===== src/rtl/add8u_pkg.sv =====
// add8u_pkg: shared widths, FSM state encoding and stage-1 payload type
// for the 8-bit approximate-adder error monitor.
package add8u_pkg;

    localparam int unsigned OP_W  = 8;   // operand width
    localparam int unsigned SUM_W = 9;   // exact / observed sum width
    localparam int unsigned ERR_W = 9;   // absolute error width (0..511)
    localparam int unsigned ACC_W = 25;  // covers 65536 * 511
    localparam int unsigned CNT_W = 17;  // covers 65536

    typedef enum logic [1:0] {
        ST_IDLE  = 2'd0,
        ST_RUN   = 2'd1,
        ST_DRAIN = 2'd2,
        ST_DONE  = 2'd3
    } state_e;

    // Stage-1 result consumed by the stage-2 accumulators
    typedef struct packed {
        logic [ERR_W-1:0] abs_err;
        logic             mismatch;
    } s1_t;

endpackage


===== src/rtl/add8u_err_stage.sv =====
// add8u_err_stage: combinational stage-1 logic. Forms the exact 9-bit sum
// of A+B, the absolute distance to the observed sum O and a mismatch flag.
// Ports:
//   a_i, b_i    operands fed to the adder under test
//   o_i         sum reported by the adder under test
//   res_o       {abs_err, mismatch}
module add8u_err_stage
    import add8u_pkg::*;
(
    input  logic [OP_W-1:0]  a_i,
    input  logic [OP_W-1:0]  b_i,
    input  logic [SUM_W-1:0] o_i,
    output s1_t              res_o
);

    logic [SUM_W-1:0] exact;
    logic [ERR_W-1:0] abs_err;

    assign exact = SUM_W'(a_i) + SUM_W'(b_i);

    // Subtract the smaller from the larger so the result never wraps
    assign abs_err = (exact >= o_i) ? ERR_W'(exact - o_i) : ERR_W'(o_i - exact);

    assign res_o.abs_err  = abs_err;
    assign res_o.mismatch = (abs_err != '0);

endmodule


===== src/rtl/add8u_err_monitor.sv =====
// add8u_err_monitor: collects SAMPLE_CNT (A, B, O) samples from an 8-bit
// approximate adder and accumulates total absolute error, worst-case error
// and the number of erroneous samples.
// Ports:
//   clk, rst              clock, async active-high reset
//   start                 pulse; begins a run from IDLE or DONE
//   in_valid / in_ready   sample handshake (ready only in RUN)
//   A, B, O               operands and observed sum
//   busy                  high in RUN and DRAIN
//   done                  high in DONE; results valid
//   sum_abs_err, wce, err_cnt  accumulated results
module add8u_err_monitor
    import add8u_pkg::*;
#(
    parameter int unsigned SAMPLE_CNT = 65536
) (
    input  logic             clk,
    input  logic             rst,
    input  logic             start,
    input  logic             in_valid,
    output logic             in_ready,
    input  logic [OP_W-1:0]  A,
    input  logic [OP_W-1:0]  B,
    input  logic [SUM_W-1:0] O,
    output logic             busy,
    output logic             done,
    output logic [ACC_W-1:0] sum_abs_err,
    output logic [ERR_W-1:0] wce,
    output logic [CNT_W-1:0] err_cnt
);

    localparam logic [CNT_W-1:0] LAST_IDX = CNT_W'(SAMPLE_CNT - 1);

    state_e           state_q;
    logic             in_ready_q, busy_q, done_q, drain_q;
    logic [CNT_W-1:0] cnt_q;

    s1_t              s1_c, s1_q;
    logic             s1_vld_q;

    logic [ACC_W-1:0] sum_q, sum_d;
    logic [ERR_W-1:0] wce_q, wce_d;
    logic [CNT_W-1:0] err_q, err_d;

    logic accept, last_accept, start_ok;

    assign accept      = in_valid && in_ready_q;
    assign last_accept = accept && (cnt_q == LAST_IDX);
    assign start_ok    = start && ((state_q == ST_IDLE) || (state_q == ST_DONE));

    add8u_err_stage u_stage (
        .a_i   (A),
        .b_i   (B),
        .o_i   (O),
        .res_o (s1_c)
    );

    // Control FSM; drain_q counts the two flush cycles of DRAIN
    always_ff @(posedge clk or posedge rst) begin
        if (rst) begin
            state_q    <= ST_IDLE;
            in_ready_q <= 1'b0;
            busy_q     <= 1'b0;
            done_q     <= 1'b0;
            drain_q    <= 1'b0;
            cnt_q      <= '0;
        end else begin
            case (state_q)
                ST_IDLE, ST_DONE: begin
                    if (start) begin
                        state_q    <= ST_RUN;
                        in_ready_q <= 1'b1;
                        busy_q     <= 1'b1;
                        done_q     <= 1'b0;
                        cnt_q      <= '0;
                    end
                end
                ST_RUN: begin
                    if (accept) begin
                        cnt_q <= cnt_q + CNT_W'(1);
                    end
                    if (last_accept) begin
                        state_q    <= ST_DRAIN;
                        in_ready_q <= 1'b0;
                        drain_q    <= 1'b0;
                    end
                end
                ST_DRAIN: begin
                    if (drain_q) begin
                        state_q <= ST_DONE;
                        busy_q  <= 1'b0;
                        done_q  <= 1'b1;
                        drain_q <= 1'b0;
                    end else begin
                        drain_q <= 1'b1;
                    end
                end
            endcase
        end
    end

    // Stage-2 accumulation; start clears the totals for a new run
    always_comb begin
        sum_d = sum_q;
        wce_d = wce_q;
        err_d = err_q;
        if (start_ok) begin
            sum_d = '0;
            wce_d = '0;
            err_d = '0;
        end else if (s1_vld_q) begin
            sum_d = sum_q + ACC_W'(s1_q.abs_err);
            if (s1_q.abs_err > wce_q) begin
                wce_d = s1_q.abs_err;
            end
            err_d = err_q + CNT_W'(s1_q.mismatch);
        end
    end

    // Pipeline registers: stage 1 result plus the accumulators
    always_ff @(posedge clk or posedge rst) begin
        if (rst) begin
            s1_q     <= '0;
            s1_vld_q <= 1'b0;
            sum_q    <= '0;
            wce_q    <= '0;
            err_q    <= '0;
        end else begin
            s1_q     <= s1_c;
            s1_vld_q <= accept;
            sum_q    <= sum_d;
            wce_q    <= wce_d;
            err_q    <= err_d;
        end
    end

    assign in_ready    = in_ready_q;
    assign busy        = busy_q;
    assign done        = done_q;
    assign sum_abs_err = sum_q;
    assign wce         = wce_q;
    assign err_cnt     = err_q;

endmodule


===== config.mk =====
export PLATFORM = sky130hd
export DESIGN_NAME = add8u_err_monitor
export DESIGN_NICKNAME = d
export VERILOG_FILES = /design/src/rtl/add8u_pkg.sv /design/src/rtl/add8u_err_stage.sv /design/src/rtl/add8u_err_monitor.sv
export SDC_FILE = /design/constraint.sdc
export NUM_CORES = 1
export LEC_CHECK = 0
export BUFFER_PORTS_ARGS = -buffer_cell sky130_fd_sc_hd__clkbuf_2
export CAP_MARGIN = 20
export CORE_ASPECT_RATIO = 0.75
export CORE_MARGIN = 2
export CORE_UTILIZATION = 45
export CTS_BUF_LIST = sky130_fd_sc_hd__clkbuf_8
export DETAILED_ROUTE_END_ITERATION = 7
export GPL_TIMING_DRIVEN = 0
export PLACE_DENSITY_LB_ADDON = 0.25
export SYNTH_ARGS = -nofsm -noshare
export SYNTH_HDL_FRONTEND = slang
export SYNTH_SLANG_ARGS = --single-unit

===== constraint.sdc =====
create_clock -name clk -period 2.3 [get_ports clk]
set_input_delay 0.115 -clock clk [delete_from_list [all_inputs] [get_ports clk]]
set_output_delay 0.115 -clock clk [all_outputs]
set_load 0.02 [all_outputs]

==> results.tsv, run 1 <==
metric	value	unit
cts_tree	built	
track_usage	19.7	%
slowest_stage	ha_1	
r2r-end	sum_abs_err[14]	
dp.cells	829	
dr.pass1.iters	4	
synth_fp_nets	666	
yosysTopAreaCellShare	39.1	%
p_leak	3.33	nW
vdd_drop_max	506	µV
cp.depth	19	
critPathBufInv	4	
gp_congestion	0.865	
tightestPinTransition	0.639	ns
cts_root_buf	clkbuf_8	
synthesis.area	5440	µm²
cp-startpoint	A[0]	
grt_pass1_wl	20.5	mm
met2_usage	33.7	%
fmax	0.324	GHz
core_area	11700	µm²
cts_buffer_depth	2	
die_h	99.2	µm
clk_latency	0.36	ns
setup_viol	10	
io-pin-count	83	
pre_cts_ws	-1.42	ns
crit_fanout	6	
final_common_cell	nor2_1	
fin_skew	0.0103	ns
syn_inst	583	
setup_ws	-0.789	ns
io_buffer_count	82	
cp_data_required_time	2.50	ns
nFillCells	1015	
period_share	134	%
r2r_setup_slack	-0.02	ns
layout_common_cells	86 x nor2_1, 83 x dfrtp_1, 79 x clkbuf_2, 44 x inv_1, 41 x ha_1	
fin_cells	875	
synth-main-ff-cell	dfrtp_1	
cts-buffers-inserted	9	
crit_family	compound AO/OA/AOI/OAI gates	
max_stage_delay	0.30	ns
hpwl	8.95	mm
power.total	0.00710	W
synth_edf_count	0	
violations	negative setup slack	
crit_path_end	s1_q[0]	
multi_input_area	3390	µm²
hold-worst-slack	0.0431	ns
seq_area	2130	µm²
wl	12.4	mm
yosys_warnings	0	
rsz0062_at_grt	true	
diodes	0	
dieArea	13000	µm²
fin_util	59.1	%
die_w	131	µm
htree_num_levels	3	
syn-mean-instance-area	9.32	µm²
start_util	46.5	%
grt_max_degree	41	
worst-r2r-cell-count	11	
max_cap_viol_count	0	
synth_area_leaders	dfrtp_1 39%, ha_1 12%, nor2_1 6.3%, xor2_1 5.3%, xnor2_1 4.7%	
end_kind	flop	
status	finished with violations	
grt_pass1_vias	4460	
powerDensity	1030	nW/µm²
yosysSeqAreaShare	39.1	%
arrival	3.29	ns
met1_usage	24.7	%
crit_chain	buf_6 > ha_4 > buf_4 > a21o_1 > a21oi_2 > o21bai_1 > a21oi_2 > o21ai_2 > xor2_2 > ha_1 > buf_6 > nand4_1 > or2_4 > a41o_1 > buf_6 > mux2i_1 > xor2_1 > nor4_1 > nand3b_1	
timing.final.crit_period	3.09	ns
worstReg2RegStart	s1_q[1]	
num_vias	4530	
avgViaCountPerCell	5.18	
ant_nets	0	
hold_viol_final	0	
syn_to_final_growth	27.2	%
timing.slew.headroom	57.4	%
startpoint_type	input port	
critPathMostFrequentCell	buf_6	
cts_sinks	85	
grt.overflow.total	0	
slew_violations	0	
met3_usage	5.11	%
dr.first_iter.drc_count	239	
wl_per_cell	14.2	µm
synthArstFlopShare	100	%
ys_seq_elements	85	
core.rowCount	34	
hp-class	in2reg	
antenna_found_initial	0	
yosys.area.top_type	dfrtp_1	
drive_above_1_share	29.3	%
clk_pin_slew	0.08	ns
drc	0	
grt-busiest-layer	met2	
yosysUniqueCellTypes	50	
nets	792	
worstSetupPathType	in2reg	
==> registers in the layout, summed over array words and instances, names as in the netlist <==
name         cells
s1_q            10
done             1
cnt_q           17
sum_abs_err     25
err_cnt         17
s1_vld_q         1
state_q          2
in_ready         1
wce              9
drain_q          1
busy             1
==> worst min-delay path by stage <==
| stage | from | endpoint | slack, ns | depth (start not counted) |
|---|---|---|---|---|
| 3_3_place_gp | in_valid | s1_vld_q | 0.41 | 3 |
| 6_report | in_valid | s1_vld_q | 0.04 | 3 |
| 4_1_cts | in_valid | s1_vld_q | 0.03 | 3 |
| 5_1_grt | in_valid | s1_vld_q | 0.04 | 3 |
| 2_1_floorplan | in_valid | s1_vld_q | 0.31 | 2 |
| 3_5_place_dp | rst | in_ready | 0.15 | 2 |
==> Yosys cell counts (2+ instances only) <==
| cell | count |
|---|---|
| a21o_1 | 6 |
| nand4_1 | 16 |
| and2_1 | 2 |
| a211oi_1 | 2 |
| o21bai_1 | 3 |
| o41ai_2 | 2 |
| o21ai_0 | 21 |
| or2_2 | 2 |
| xnor2_1 | 29 |
| o21a_1 | 3 |
| clkbuf_1 | 10 |
| or3_1 | 4 |
| a22o_1 | 3 |
| nor2b_1 | 9 |
| a41o_1 | 2 |
| xor2_1 | 33 |
| nand2b_1 | 6 |
| nor2_1 | 91 |
| a21oi_1 | 32 |
| and3_1 | 7 |
| fa_1 | 4 |
| nand2_1 | 26 |
| o31a_1 | 2 |
| mux2i_1 | 24 |
| buf_2 | 3 |
| nand3b_1 | 4 |
| nand3_1 | 23 |
| dfrtp_1 | 85 |
| and4_1 | 3 |
| nor3_1 | 7 |
| nor4_1 | 3 |
| ha_1 | 50 |
| inv_1 | 49 |
==> report_power, final <==
part	total (W)	internal [W]	switching [W]	leakage, nW
clock network	0.00103	0.000520	0.000513	0.103
logic	0.00396	0.00177	0.00219	2.10
registers	0.00210	0.00180	0.000306	1.12
total	0.00710	0.00409	0.00301	3.33
==> worst min-delay path: stages <==
cell	delay [ns]
clkbuf_2	0.07
nand2_1	0.09
inv_1	0.09
==> layout make-up <==
type / instances / area share [%]
multi-input combinational: 433 / 49.0
sequential: 85 / 30.8
timing repair buffer: 115 / 10.4
tap: 162 / 2.93
inverter: 49 / 2.72
clock buffer: 10 / 1.99
buffer: 16 / 1.38
clock inverter: 5 / 0.760
==> repair_timing <==
item | 4_1_cts | 5_1_grt
endpoints found under the setup margin | 33 | 44
hold endpoints to repair | 16 | 0
gates cloned | 0 | 1
resized for setup | 37 | 62
buffers inserted | 15 | 14
pin swaps | 30 | 43
hold buffers | 1 | 0
==> metal layers <==
metal | vias up | share of wire, %
li1 | 2223 | -
met1 | 2178 | 46
met2 | 103 | 48
met3 | 26 | 4.7
met4 | 0 | 1.8
met5 | - | 0
==> cells by family (layout without fill, tap and decap cells) <==
logic type | after synthesis | after routing | share of synthesized area, %
xor gates and xnor gates | 62 | 62 | 9.99
and+or+nand+nor | 207 | 207 | 18.1
muxes | 26 | 26 | 5.04
adders and majority gates | 54 | 54 | 13.0
buffers and inverters | 65 | 195 | 4.77
AOI/OAI and AO/OA | 84 | 84 | 10.0
DFF | 85 | 85 | 39.1
==> stage by stage <==
step                      setup TNS [ns]  cell area, µm²
final                              -3.59            6910
after global placement            -10.73            6080
after CTS                          -3.38            6590
after detailed placement          -12.92            6120
after floorplan                    -4.02            5470
after global routing               -5.59            6910
Note: power is estimated with default switching activity, not from simulation.
==> inputs of run 2 (changes only) <==
Settings changed: ABC_AREA from default to 1, CORE_MARGIN 2 to default, CTS_CLUSTER_DIAMETER from default to 40.
==> run 2 against run 1 <==
The run still ends with negative setup slack left; core utilization fell by 3.8 points; clock power about the same; fmax increased by 18%; sequential power about the same; non-clock buffer count down 23; worst hold slack gained 0.0047 ns; area after synthesis up 11%; via count rose by 23%; critical endpoint unchanged.
==> results.tsv, run 2 <==
metric	value	unit	change
dieArea	13900	µm²	was 13,000 µm²
syn_inst	827		was 583
r2r_setup_slack	0.16	ns	was -0.02 ns
synth_top_family_by_area	simple AND/OR/NAND/NOR gates		unchanged
crit_chain	buf_8 > ha_4 > fa_2 > a21oi_2 > o21bai_1 > nand2_1 > nand2_1 > a21oi_2 > nor2_1 > nor2_1 > o21bai_1 > ha_1 > nand2_4 > inv_4 > a21oi_4 > nand3_4 > nor2_4 > nand2_1 > nand2_1 > nand2_1 > nor2_1 > nand4_1		was buf_6 > ha_4 > buf_4 > a21o_1 > a21oi_2 > o21bai_1 > a21oi_2 > o21ai_2 > xor2_2 > ha_1 > buf_6 > nand4_1 > or2_4 > a41o_1 > buf_6 > mux2i_1 > xor2_1 > nor4_1 > nand3b_1
diodes	0		unchanged
timing.slew.headroom	58.8	%	was 57.4%
syn_to_final_growth	19.2	%	was 27.2%
status	finished with violations		unchanged
violations	negative setup slack		unchanged
max_cap_viol_count	0		unchanged
crit_fanout	6		unchanged
cts-buffers-inserted	9		unchanged
synth_area_leaders	dfrtp_1 35%, nand2_1 12%, ha_1 10%, inv_1 8.2%, a21oi_1 5.6%		was dfrtp_1 39%, ha_1 12%, nor2_1 6.3%, xor2_1 5.3%, xnor2_1 4.7%
grt_pass1_vias	5071		was 4,460
worstSetupPathType	in2reg		unchanged
end_kind	flop		unchanged
synth_compound_area_share	13.3	%	was 10.0%
startpoint_type	input port		unchanged
cp_data_required_time	2.52	ns	was 2.50 ns
drc	0		unchanged
synthAdderAreaFrac	11.7	%	was 13.0%
yosysMostFrequentCell	nand2_1		was nor2_1
synth_edf_count	0		unchanged
timing.final.crit_period	2.61	ns	was 3.09 ns
fin_skew	0.0187	ns	was 0.0103 ns
dpl_cell_area	6760	µm²	was 6120 µm²
htree_num_levels	3		unchanged
yosysSeqAreaShare	35.2	%	was 39.1%
nets	1016		was 792
slew_violations	0		unchanged
setup_viol	9		was 10
p_leak	3.70	nW	was 3.33 nW
layout_common_cells	172 x nand2_1, 130 x inv_1, 85 x dfrtp_1, 80 x clkbuf_2, 68 x nor2_1		was 86 x nor2_1, 83 x dfrtp_1, 79 x clkbuf_2, 44 x inv_1, 41 x ha_1
cts_tree	built		unchanged
ys_top_cells_by_count	186 x nand2_1, 132 x inv_1, 85 x dfrtp_1		was 91 x nor2_1, 85 x dfrtp_1, 50 x ha_1
antenna_found_initial	0		unchanged
hp-class	in2reg		unchanged
io_buffer_count	82		unchanged
core.rowCount	36		was 34
core_area	13000	µm²	was 11,700 µm²
synth_xor_xnor_area_share	2.18	%	was 9.99%
rsz0062_at_grt	true		unchanged
synth_fp_nets	910		was 666
gp_congestion	0.913		was 0.865
track_usage	21.5	%	was 19.7%
design_area	7190	µm²	was 6910 µm²
wl	14.2	mm	was 12.4 mm
clk_latency	0.36	ns	about the same
powerDensity	960	nW/µm²	was 1030 nW/µm²
vdd_drop_max	697	µV	was 506 µV
ys_seq_elements	85		unchanged
syn-mean-instance-area	7.30	µm²	was 9.32 µm²
hold_viol_final	0		unchanged
wl_per_cell	12.8	µm	was 14.2 µm
largest_register_ffs	25		unchanged
arrival	2.84	ns	was 3.29 ns
critPathMostFrequentCell	nand2_1		was buf_6
yosys_warnings	0		unchanged
ant_nets	0		unchanged
clk_pin_slew	0.07	ns	was 0.08 ns
cts_buffer_depth	2		unchanged
start_util	46.4	%	was 46.5%
synthArstFlopShare	100	%	unchanged
yosysUniqueCellTypes	43		was 50
die_h	102	µm	was 99.2 µm
period_share	114	%	was 134%
synth_simple_gate_area_share	28.0	%	was 18.1%
die_w	136	µm	was 131 µm
tightestPinTransition	0.616	ns	was 0.639 ns
slowest_stage	fa_2		was ha_1
drive_above_1_share	19.1	%	was 29.3%
yosys.area.top_type	dfrtp_1		unchanged
dr.first_iter.drc_count	250		was 239
synthesis.area	6030	µm²	was 5440 µm²
final_common_cell	nand2_1		was nor2_1
num_vias	5573		was 4,530
hpwl	11.1	mm	was 8.95 mm
synth-main-ff-cell	dfrtp_1		unchanged
grt.overflow.total	0		unchanged
io-pin-count	83		unchanged
yosysTopAreaCellShare	35.2	%	was 39.1%
cts_sinks	85		unchanged
power.total	0.00690	W	was 0.00710 W
cts_root_buf	clkbuf_8		unchanged
grt_max_degree	32		was 41
avgViaCountPerCell	5.03		was 5.18
setup_ws	-0.314	ns	was -0.789 ns
dr.pass1.iters	5		was 4
synthMuxAreaShare	0	%	was 5.04%
fmax	0.383	GHz	was 0.324 GHz
nFillCells	1307		was 1,015
grt_pass1_wl	23.8	mm	was 20.5 mm
max_stage_delay	0.35	ns	was 0.30 ns
-- run 2: cell types whose count changed in the layout (fill, tap and decap cells not counted), moves of 18 or more --
cell / previous run / this run
nand2_1: 25 / 172
inv_1: 44 / 130
nand3_1: 19 / 62
a21oi_1: 21 / 63
o21ai_0: 13 / 37
xnor2_1: 26 / 2
mux2i_1: 23 / 0
nor2_1: 86 / 68
xor2_1: 31 / 13
-- run 2: cell families after synthesis --
kind of cell / Yosys count
DFF: 85
AOI/OAI and AO/OA: 142
buffers and inverters: 148
adders and majority gates: 54
xor gates and xnor gates: 15
and+or+nand+nor: 383
-- run 2: per-stage QoR --
stage | TNS [ns] | instances | util (%) | hold slack (ns) | setup slack (ns)
2_1_floorplan | -1.46 | 827 | - | 0.251 | -0.342
6_report | -1.20 | 1108 | 55.2 | 0.0477 | -0.314
3_5_place_dp | -5.15 | 1082 | 51.9 | 0.219 | -0.763
5_1_grt | -3.30 | 1108 | 55.2 | 0.0688 | -0.582
4_1_cts | -1.13 | 1103 | 54.2 | 0.0399 | -0.324
3_3_place_gp | -4.94 | 1080 | 51.6 | 0.385 | -0.749
-- run 2: what timing repair did --
action,4_1_cts,5_1_grt
endpoints found under the setup margin,10,23
gates resized for setup,12,31
buffers inserted,5,6
endpoints found under the hold margin,25,0
pin swaps,11,17
cloned,0,0
hold buffers,1,0
-- run 2: path summary, 6_finish.rpt --
check / startpoint / to / cells after the start
worst min register to register: drain_q / drain_q / 2
worst min-delay path: in_valid / s1_vld_q / 3
max in group asynchronous: rst / cnt_q[7] / 4
worst max register to register: state_q[0] / cnt_q[14] / 13
worst max-delay path: A[0] / s1_q[0] / 22
min in group asynchronous: rst / err_cnt[4] / 3
-- run 2: cell type report --
class,count,area (µm²),share of cell area (%)
Timing Repair Buffer,96,567,7.88
Clock buffer,9,124,1.72
Inverter,135,515,7.17
Sequential cell,85,2130,29.6
Multi-Input combinational cell,594,3510,48.9
Tap cell,171,214,2.98
Buffer,12,65.1,0.905
Clock inverter,6,63.8,0.887
-- run 2: critical path: cells and delay by family --
| kind | cells | cell delay (ns) |
|---|---|---|
| AO/OA/AOI/OAI | 5 | 0.67 |
| adder cells (fa/ha/maj) | 3 | 0.85 |
| buffers and inverters | 2 | 0.14 |
| AND/OR/NAND/NOR | 12 | 1.07 |
-- run 2: where the power goes --
part | internal, W | switching, W
logic | 0.00131 | 0.00248
clock network | 0.000496 | 0.000543
registers | 0.00179 | 0.000290
total | 0.00360 | 0.00331
-- run 2: layer usage --
layer	share of wire (%)	vias up	global-route usage, %	wire (µm)
li1	-	2918	-	-
met1	51	2526	30.6	7280
met2	44	120	34.6	6290
met3	4.1	9	3.52	581
met4	0.59	0	3.54	84
met5	0	-	0	0
==> inputs of run 3 (changes only) <==
--- a/config.mk
+++ b/config.mk
@@ -11,8 +11,8 @@
 export CORE_ASPECT_RATIO = 0.75
 export CORE_UTILIZATION = 45
-export CTS_BUF_LIST = sky130_fd_sc_hd__clkbuf_8
+export CTS_BUF_LIST = sky130_fd_sc_hd__clkbuf_4 sky130_fd_sc_hd__clkbuf_8
 export CTS_CLUSTER_DIAMETER = 40
 export DETAILED_ROUTE_END_ITERATION = 7
-export GPL_TIMING_DRIVEN = 0
+export GPL_TIMING_DRIVEN = 1
 export PLACE_DENSITY_LB_ADDON = 0.25
 export SYNTH_ARGS = -nofsm -noshare
==> constraint.sdc (replaced) <==
create_clock -name clk -period 2.3 [get_ports clk]
set_input_delay 0.115 -clock clk [delete_from_list [all_inputs] [get_ports clk]]
set_output_delay 0.115 -clock clk [all_outputs]
set_load 0.1 [all_outputs]
==> run 3 against run 2 <==
The flow still finishes with violations (negative setup slack); critical path depth fell by 1; fmax rose by 4.7%; worst setup slack improved by 0.12 ns; count of clock-buffer cells in the layout rose by 2; worst hold slack got worse by 0.031 ns; global-route usage rose by 0.39 points; clock power rose by 28%; first-iteration DRC count rose by 7.6%; sequential power barely moved; register-to-register slack got worse by 0.05 ns; clock skew fell by 0.0043 ns; power rose by 23%; largest cell class unchanged; highest routed layer unchanged.
==> results.tsv, run 3 (synthesis gave the netlist of run 2 again) <==
metric	value	unit	change
dr.first_iter.drc_count	269		was 250
diodes	0		unchanged
rsz0062_at_grt	true		unchanged
dieArea	13900	µm²	unchanged
ant_nets	0		unchanged
cts_tree	built		unchanged
cts_sinks	85		unchanged
slowest_stage	fa_2		unchanged
switchingPower	0.00436	W	was 0.00331 W
r2r-end	sum_abs_err[18]		was cnt_q[14]
die_w	136	µm	unchanged
grt_max_degree	86		was 32
hpwl	11.1	mm	about the same
slew_violations	0		unchanged
crit_fanout	4		was 6
intPower	0.00412	W	was 0.00360 W
cp_data_required_time	2.54	ns	was 2.52 ns
critPathMostFrequentCell	nand2_1		unchanged
hold_viol_final	0		unchanged
vdd_drop_max	837	µV	was 697 µV
p_seq_share	24.7	%	was 30.1%
power.total	0.00848	W	was 0.00690 W
fmax	0.400	GHz	was 0.383 GHz
io-pin-count	83		unchanged
max_stage_delay	0.35	ns	about the same
avgViaCountPerCell	4.90		was 5.03
htree_num_levels	3		unchanged
track_usage	21.8	%	was 21.5%
arrival	2.74	ns	was 2.84 ns
wl	14.4	mm	was 14.2 mm
timing.final.crit_period	2.50	ns	was 2.61 ns
switching_share	51.4	%	was 47.9%
grt.overflow.total	0		unchanged
critPathBufInv	2		unchanged
max_cap_viol_count	0		unchanged
final_common_cell	nand2_1		unchanged
start_util	46.4	%	unchanged
end_kind	flop		unchanged
worst-r2r-cell-count	12		was 13
powerDensity	1110	nW/µm²	was 960 nW/µm²
worstSetupPathType	in2reg		unchanged
setup_ws	-0.197	ns	was -0.314 ns
crit_family	simple AND/OR/NAND/NOR gates		unchanged
startpoint_type	input port		unchanged
tightestPinTransition	0.584	ns	was 0.616 ns
dr.pass1.iters	5		unchanged
cp-startpoint	A[0]		unchanged
drive_above_1_share	25.3	%	was 19.1%
num_vias	5660		was 5,573
crit_path_end	s1_q[0]		unchanged
hold_start	in_valid		unchanged
worstReg2RegStart	s1_q[1]		was state_q[0]
dpl_cell_area	7170	µm²	was 6760 µm²
status	finished with violations		unchanged
cts_root_buf	clkbuf_8		unchanged
clk_latency	0.37	ns	was 0.36 ns
drc	0		unchanged
timing.slew.headroom	61.2	%	was 58.8%
antenna_found_initial	0		unchanged
design_area	7620	µm²	was 7190 µm²
grt_pass1_vias	5138		was 5,071
power_frac_comb	59.5	%	was 54.8%
clk_pin_slew	0.08	ns	was 0.07 ns
power_frac_clock	15.7	%	was 15.1%
syn_to_final_growth	26.3	%	was 19.2%
cts-buffers-inserted	9		unchanged
nets	1063		was 1,016
layout_common_cells	168 x nand2_1, 127 x inv_1, 80 x clkbuf_2, 76 x dfrtp_1, 68 x buf_4		was 172 x nand2_1, 130 x inv_1, 85 x dfrtp_1, 80 x clkbuf_2, 68 x nor2_1
core.rowCount	36		unchanged
p_leak	3.92	nW	was 3.70 nW
hp-class	in2reg		unchanged
wl_per_cell	12.5	µm	was 12.8 µm
grt_pass1_wl	24.0	mm	was 23.8 mm
setup_viol	9		unchanged
violations	negative setup slack		unchanged
crit_chain	buf_6 > ha_4 > fa_2 > a21oi_2 > o21bai_1 > nand2_1 > nand2_1 > a21oi_2 > xor2_1 > inv_1 > ha_4 > nand2_2 > nand2_2 > a21oi_4 > nand3_2 > nor2_4 > nand2_1 > nand2_1 > nand2_1 > nor2_2 > nand4_1		was buf_8 > ha_4 > fa_2 > a21oi_2 > o21bai_1 > nand2_1 > nand2_1 > a21oi_2 > nor2_1 > nor2_1 > o21bai_1 > ha_1 > nand2_4 > inv_4 > a21oi_4 > nand3_4 > nor2_4 > nand2_1 > nand2_1 > nand2_1 > nor2_1 > nand4_1
cp.depth	21		was 22
largest_register_ffs	25		unchanged
gp_congestion	0.897		was 0.913
cts_buffer_depth	2		unchanged
fin_skew	0.0144	ns	was 0.0187 ns
period_share	109	%	was 114%
core_area	13000	µm²	unchanged
r2r_setup_slack	0.11	ns	was 0.16 ns
die_h	102	µm	unchanged
io_buffer_count	82		unchanged
-- run 3: cell count changes in the layout (fill, tap and decap cells not counted), moves of 3 or more --
cell,before,now
buf_4,12,68
dfrtp_1,85,76
dfrtp_2,0,9
buf_1,5,0
nand2_2,15,20
nand2_1,172,168
inv_1,130,127
nand3_1,62,65
-- run 3: metal layers --
layer  vias up  GRT usage [%]  part of all wire (%)
met3         8           4.81                   5.0
met4         0           4.24                  0.62
met5         -              0                     0
met2       122           34.9                    44
met1      2522           30.4                    50
li1       3008              -                     -
-- run 3: layout make-up --
class / instances / area, µm²
fillers: 1203 / 5400
multi-input cells: 594 / 3500
flip-flops and latches: 85 / 2140
repair buffers: 155 / 997
inverters: 135 / 514
well taps: 171 / 214
clock buffers: 11 / 145
clock inverters: 5 / 106
-- run 3: worst min path at each step --
stage	slack [ns]	cells after the start	end
after floorplan	0.25	2	s1_vld_q
after global placement	0.26	3	cnt_q[9]
after detailed placement	0.27	3	cnt_q[6]
after CTS	0.002	3	s1_vld_q
after global routing	0.04	3	s1_vld_q
final	0.02	3	s1_vld_q
-- run 3: timing repair --
| action | in CTS | in global routing |
|---|---|---|
| setup buffers | 1 | 7 |
| hold buffers | 1 | 0 |
| gates resized for setup | 7 | 34 |
| cloned | 0 | 0 |
| setup endpoints to repair | 9 | 12 |
| endpoints found under the hold margin | 85 | 0 |
| pin swaps | 9 | 19 |
-- run 3: stage by stage --
step / hold WS [ns] / TNS [ns] / setup WS, ns / util, % / instances
detailed placement: 0.269 / -4.79 / -0.649 / 55.1 / 1132
global route: 0.0356 / -2.55 / -0.460 / 58.5 / 1156
global placement: 0.264 / -4.16 / -0.565 / 55.1 / 1132
finish: 0.0170 / -0.792 / -0.197 / 58.5 / 1156
floorplan: 0.251 / -1.46 / -0.342 / - / 827
CTS: 0.00226 / -0.862 / -0.224 / 57.3 / 1150
-- run 3: power by group through the flow --
stage,clock network [W],registers [W],logic (W)
6_report,0.00133,0.00210,0.00504
4_1_cts,0.00137,0.00210,0.00490
5_1_grt,0.00142,0.00214,0.00558
3_3_place_gp,0,0.00212,0.00479
3_5_place_dp,0,0.00213,0.00486
2_1_floorplan,0,0.00323,0.00250
-- run 3: worst register-to-register path, stage by stage (launching register included) --
cell and delay [ns]:
dfrtp_1 0.41, ha_4 0.15, inv_1 0.07, fa_1 0.36, inv_1 0.09, nand2_1 0.10, o21ai_4 0.22, a21oi_2 0.11
o21ai_2 0.20, nand2_1 0.12, o21ai_0 0.16, nand2_1 0.06, nor2_1 0.10
